**config.mk**
```make
export PLATFORM = sky130hd
export DESIGN_NAME = pc_unit
export DESIGN_NICKNAME = d
export VERILOG_FILES = /design/src/rtl/pc_unit.sv
export SDC_FILE = /design/constraint.sdc
export NUM_CORES = 1
export LEC_CHECK = 0
export ABC_AREA = 1
export CORE_ASPECT_RATIO = 2
export CORE_MARGIN = 2
export CORE_UTILIZATION = 39
export CTS_CLUSTER_DIAMETER = 40
export DETAILED_ROUTE_END_ITERATION = 12
export GPL_TIMING_DRIVEN = 0
export PLACE_DENSITY = 0.59
export SLEW_MARGIN = 40
export SYNTH_ARGS = -nofsm -noshare
export SYNTH_HDL_FRONTEND = slang
export SYNTH_SLANG_ARGS = --single-unit
export TNS_END_PERCENT = 10
```
**constraint.sdc**
```tcl
create_clock -name clk -period 4.49 [get_ports clk]
set_clock_uncertainty 0.05 [all_clocks]
set_input_delay 0.6735 -clock clk [delete_from_list [all_inputs] [get_ports clk]]
set_output_delay 0.6735 -clock clk [all_outputs]
set_load 0.01 [all_outputs]
```
**src/rtl/pc_unit.sv**
```systemverilog
// Program counter with branch/jump/return target selection, a circular
// return-address stack, and single-level exception entry/return.
module pc_unit #(
  parameter int unsigned       WIDTH     = 32,
  parameter int unsigned       RAS_DEPTH = 4,
  parameter logic [WIDTH-1:0]  RESET_VEC = '0,
  parameter logic [WIDTH-1:0]  EXC_VEC   = WIDTH'(32'h0000_0180),
  localparam int unsigned      PTR_W     = $clog2(RAS_DEPTH),
  localparam int unsigned      CNT_W     = PTR_W + 1
) (
  input  logic             clk,
  input  logic             rst,
  input  logic             pc_we,
  input  logic [2:0]       pc_src,
  input  logic             br_cond,
  input  logic [15:0]      imm16,
  input  logic [25:0]      j_index,
  input  logic [WIDTH-1:0] reg_target,
  input  logic             call,
  input  logic             exc,
  input  logic             eret,
  output logic [WIDTH-1:0] pc,
  output logic [WIDTH-1:0] pc_plus4,
  output logic [WIDTH-1:0] epc,
  output logic             in_exc,
  output logic [CNT_W-1:0] ras_count,
  output logic             ras_ovf,
  output logic             ras_unf
);

  localparam logic [2:0] SRC_SEQ    = 3'd0;
  localparam logic [2:0] SRC_BRANCH = 3'd1;
  localparam logic [2:0] SRC_JUMP   = 3'd2;
  localparam logic [2:0] SRC_JR     = 3'd3;
  localparam logic [2:0] SRC_RET    = 3'd4;

  localparam logic [CNT_W-1:0] RAS_FULL = CNT_W'(RAS_DEPTH);

  logic [WIDTH-1:0] pc_q, pc_d;
  logic [WIDTH-1:0] epc_q, epc_d;
  logic             in_exc_q, in_exc_d;
  logic [PTR_W-1:0] ptr_q, ptr_d;
  logic [CNT_W-1:0] count_q, count_d;
  logic             ovf_q, ovf_d;
  logic             unf_q, unf_d;

  logic [WIDTH-1:0] ras_mem_q [RAS_DEPTH];
  logic             ras_we;
  logic [PTR_W-1:0] ras_waddr;
  logic [WIDTH-1:0] ras_wdata;
  logic [PTR_W-1:0] top_idx;
  logic [WIDTH-1:0] ras_top;

  logic [WIDTH-1:0] seq_pc;
  logic [WIDTH-1:0] br_target;
  logic [WIDTH-1:0] j_target;

  assign seq_pc    = pc_q + WIDTH'(4);
  assign br_target = seq_pc + {{(WIDTH-18){imm16[15]}}, imm16, 2'b00};
  assign j_target  = {seq_pc[WIDTH-1:28], j_index, 2'b00};

  // ptr_q is the next free slot, so the newest entry sits one below it.
  assign top_idx = ptr_q - PTR_W'(1);
  assign ras_top = ras_mem_q[top_idx];

  always_comb begin
    pc_d      = pc_q;
    epc_d     = epc_q;
    in_exc_d  = in_exc_q;
    ptr_d     = ptr_q;
    count_d   = count_q;
    ovf_d     = ovf_q;
    unf_d     = unf_q;
    ras_we    = 1'b0;
    ras_waddr = ptr_q;
    ras_wdata = seq_pc;

    if (exc) begin
      pc_d = EXC_VEC;
      if (!in_exc_q) begin
        epc_d    = pc_q;
        in_exc_d = 1'b1;
      end
    end else if (eret && in_exc_q) begin
      pc_d     = epc_q;
      in_exc_d = 1'b0;
    end else if (pc_we) begin
      case (pc_src)
        SRC_SEQ:    pc_d = seq_pc;
        SRC_BRANCH: pc_d = br_cond ? br_target : seq_pc;
        SRC_JUMP:   pc_d = j_target;
        SRC_JR:     pc_d = reg_target;
        SRC_RET: begin
          if (count_q != '0) begin
            pc_d    = ras_top;
            ptr_d   = top_idx;
            count_d = count_q - CNT_W'(1);
          end else begin
            pc_d  = reg_target;
            unf_d = 1'b1;
          end
        end
        default:    pc_d = seq_pc;
      endcase

      // A full stack overwrites its oldest slot, which is exactly ptr_q.
      if (call && (pc_src == SRC_JUMP || pc_src == SRC_JR)) begin
        ras_we = 1'b1;
        ptr_d  = ptr_q + PTR_W'(1);
        if (count_q == RAS_FULL) begin
          ovf_d = 1'b1;
        end else begin
          count_d = count_q + CNT_W'(1);
        end
      end
    end
  end

  always_ff @(posedge clk) begin
    if (rst) begin
      pc_q     <= RESET_VEC;
      epc_q    <= '0;
      in_exc_q <= 1'b0;
      ptr_q    <= '0;
      count_q  <= '0;
      ovf_q    <= 1'b0;
      unf_q    <= 1'b0;
    end else begin
      pc_q     <= pc_d;
      epc_q    <= epc_d;
      in_exc_q <= in_exc_d;
      ptr_q    <= ptr_d;
      count_q  <= count_d;
      ovf_q    <= ovf_d;
      unf_q    <= unf_d;
    end
  end

  // Entry contents survive reset; they are hidden while the count is zero.
  always_ff @(posedge clk) begin
    if (!rst && ras_we) begin
      ras_mem_q[ras_waddr] <= ras_wdata;
    end
  end

  assign pc        = pc_q;
  assign pc_plus4  = seq_pc;
  assign epc       = epc_q;
  assign in_exc    = in_exc_q;
  assign ras_count = count_q;
  assign ras_ovf   = ovf_q;
  assign ras_unf   = unf_q;

endmodule

```
==> summary.md <==
| Metric | Value |
|---|---|
| CTS tree | done |
| # port buffers | 183 |
| Total Power | 4.50 mW |
| DR vias | about 12,000 |
| Synth-to-layout area growth | 25.5% |
| Ratio of cells with drive above 1 in the final layout | 6.79% |
| Leak Pwr | 6.47 nW |
| Final Max Tran Viols | 0 |
| Asr flop ratio synth | 0% |
| Synth Warn # | 0 |
| XOR/XNOR share of the synthesized area | 1.58% |
| Max-Cap Viols | 0 |
| DRT Pass-1 Iters | 7 |
| P per Cell Area | a little under 300 nW/um^2 |
| Largest family of logic cells by synthesized area | simple AND/OR/NAND/NOR gates |
| Post-synthesis sequential area ratio | between 40% and 50% |
| Internal Power | slightly above 3 mW |
| Compound-gate portion of the synthesized area | 16.3% |
| Clock Latency Late Sink | 0.48 ns |
| Initial antenna violation count | 0 |
| Slew @ Worst Pin | 0.932 ns |
| Gr ovfl total | 0 |
| Post-Synth Simple-Gate Area | 26.0% |
| Slew headroom | between 30% and 40% |
| Vias in the first global route | about 12,000 |
| Core ar. | 30,700 um^2 |
| Vias per cell | 5.48 |
| CTS Root Cell | clkbuf_16 |
| Hold-fix buffers, CTS | 0 |
| Final WS setup | 0.163 ns |
| Unique cell type count in the Yosys netlist | 56 |
| Place WS | 0.216 ns |
| Net Sw Power | 1.45 mW |
| Wire length per cell | roughly 25 um |
| Post-route antenna net violation count | 0 |
| Status | complete, no violations |
| Avg Cell Area, Syn | approximately 7.6 um^2 |
| Synth Cell Area | ~12,000 um^2 |
| RSZ-0062 raised after global routing | false |
| Adder-Cell Fraction of Synth Area | around 4.4% |
| First-pass GRT wire length | 77,100 um |
| Setup TNS | 0 ns |
| Yosys reg bits | 200 |
| Sequential share of power | 45.1% |
| Nets | 1,939 |
| Die span in x | 129 um |
| Row cnt | 91 |
| Die Footprint | 32,700 um^2 |
| CTS Sinks | 200 |
| Worst hold slack | 0.446 ns |
| Gpl congestion | 0.982 |
| Startpoint types | register |
| Cells after Synth | 1,604 |
| Worst EP arrival | 4.62 ns |
| GRT Util Overall | around 34% |
| Starting Density | 39.6% |
| Syn nets | roughly 1,700 |
| DRT iter0 DRCs | between 900 and 1,000 |
| Drt total wl | 55,400 um |
| DRC viols | 0 |
| CTS max path bufs | 2 |
| Clock power share | 36.6% |
| Multiplexer share of the synthesized area | 0% |
| Die Y | 254 um |
| Critical path data required time | 4.78 ns |
| Max Fclk | 0.231 GHz |
| IO Pins | ~190 |
| Endpoints failing setup | 0 |
| Max H-tree Level | 4 |
| Worst-path clk slew | 0.09 ns |
| Main synth FF type | edfxtp_1 |
| Fin crit share | between 90% and 100% |
| Final min period | 4.33 ns |
| Critical path class | register to register |
| Largest net degree at the start of global routing | 24 |
| Peak supply drop | about 0.25 mV |
| Final hold vios | 0 |
| Setup crit end kind | register |
| Final design utilization | between 40% and 50% |
| Hpwl dp | 45,200 um |
| Number of synthesized flops with an enable pin | 128 |
| ANT cells | 0 |
| CP Max Fanout | 8 |
| Total CTS buffers | 17 |
| Hold Path Class | register to register |
| Combinational power share | between 10% and 20% |
| Switching share of power | 32.2% |
final timing paths:
path | start | end | slack, ns | cells after the start
max | pc[7]$_SDFFE_PP0P_ | pc[24]$_SDFFE_PP0P_ | 0.16 | 17
min | ras_ovf$_SDFFE_PP0P_ | ras_ovf$_SDFFE_PP0P_ | 0.45 | 2
min reg2reg | ras_ovf$_SDFFE_PP0P_ | ras_ovf$_SDFFE_PP0P_ | 0.45 | 2
max reg2reg | pc[7]$_SDFFE_PP0P_ | pc[24]$_SDFFE_PP0P_ | 0.16 | 17
layout by cell type (no fill, tap or decap), drive strengths merged, types with 2 or more instances in the layout:
| master | count |
|---|---|
| or2 | 3 |
| a221o | 4 |
| o21bai | 6 |
| and2 | 7 |
| nor3 | 11 |
| xor2 | 16 |
| nand3 | 94 |
| a22oi | 2 |
| inv | 214 |
| nand3b | 3 |
| a221oi | 19 |
| dfxtp | 72 |
| a21oi | 143 |
| nor2 | 150 |
| a31oi | 4 |
| nand2 | 444 |
| o2111ai | 3 |
| clkbuf | 58 |
| clkdlybuf4s50 | 182 |
| ha | 41 |
| a22o | 3 |
| clkinv | 9 |
| xnor2 | 6 |
| o21ai | 130 |
| buf | 25 |
| edfxtp | 128 |
| nand4 | 14 |
| o211ai | 7 |
| o221ai | 2 |
| o22ai | 17 |
worst max-delay path, cell delays in order, from the launching register on:
cell and delay (ns):
dfxtp_1 0.64, nand2_2 0.16, nor2_2 0.20, nand2_1 0.26
inv_1 0.15, nand4_1 0.13, xor2_2 0.54, ha_1 0.39
a21oi_1 0.37, o21ai_0 0.25, a21oi_1 0.27, nand3_1 0.11
nand2_1 0.07, nand3_1 0.17, nand2_1 0.12, nand2_1 0.09
a21oi_1 0.16, nor2_1 0.06
layer usage:
metal / global-route usage (%) / vias up / wire length, um
li1: - / 5767 / -
met2: 61.5 / 505 / 29000
met5: 0 / - / 0
met3: 3.77 / 166 / 2060
met1: 34.2 / 5604 / 19400
met4: 26.0 / 0 / 4860
timing repair:
| item | CTS | global route |
|---|---|---|
| resized for setup | 0 | 1 |
| setup buffers | 0 | 0 |
| endpoints found under the setup margin | 0 | 1 |
power by group through the flow:
stage,Clock [mW],Combinational (mW),Sequential (mW)
2_1_floorplan,0,0.392,2.07
3_3_place_gp,0,0.807,2.07
3_5_place_dp,0,0.811,2.07
4_1_cts,1.66,0.815,2.03
5_1_grt,1.72,0.878,2.03
6_report,1.65,0.824,2.03
sequential cells by signal, indices dropped and copies added, names as in the netlist, named ones only:
register / count
ras_mem_q: 128
epc: 32
pc: 30
ras_count: 3
ptr_q: 2
in_exc: 1
ras_ovf: 1
ras_unf: 1
kinds of logic after synthesis:
kind of cell | after synthesis
and+or+nand+nor | 727
AOI/OAI and AO/OA | 347
buffers and inverters | 266
DFF | 200
adders and majority gates | 42
xor gates and xnor gates | 22
cells in the mapped netlist, drive strengths merged, types with 6 or more instances:
| cell | number | area (um^2) |
|---|---|---|
| nand2 | 444 | 1730 |
| inv | 205 | 769 |
| nor2 | 150 | 659 |
| a21oi | 143 | 731 |
| o21ai | 130 | 658 |
| edfxtp | 128 | 3840 |
| nand3 | 94 | 505 |
| dfxtp | 72 | 1440 |
| clkbuf | 41 | 154 |
| ha | 41 | 513 |
| a221oi | 19 | 173 |
| buf | 17 | 88.8 |
| o22ai | 17 | 106 |
| xor2 | 16 | 140 |
| nand4 | 14 | 100 |
| nor3 | 11 | 75.1 |
| and2 | 7 | 43.8 |
| o211ai | 7 | 57.6 |
| o21bai | 6 | 45.0 |
| xnor2 | 6 | 52.6 |
cell type report:
type                       count  area, um^2
fill                        3102       15500
clock inverter                15         201
multi-input combinational   1138        5900
sequential                   200        5290
tap                          372         465
clock buffer                  17         425
timing repair buffer         190        1970
buffer                        58         244
inverter                     208         781
stage by stage:
step | instance area (um^2) | std cells
3_3_place_gp | 14500 | 2159
6_report | 15300 | 2198
2_1_floorplan | 12200 | 1604
5_1_grt | 15300 | 2198
3_5_place_dp | 14600 | 2166
4_1_cts | 15300 | 2198
No activity file was read; power rests on OpenSTA's default activity.
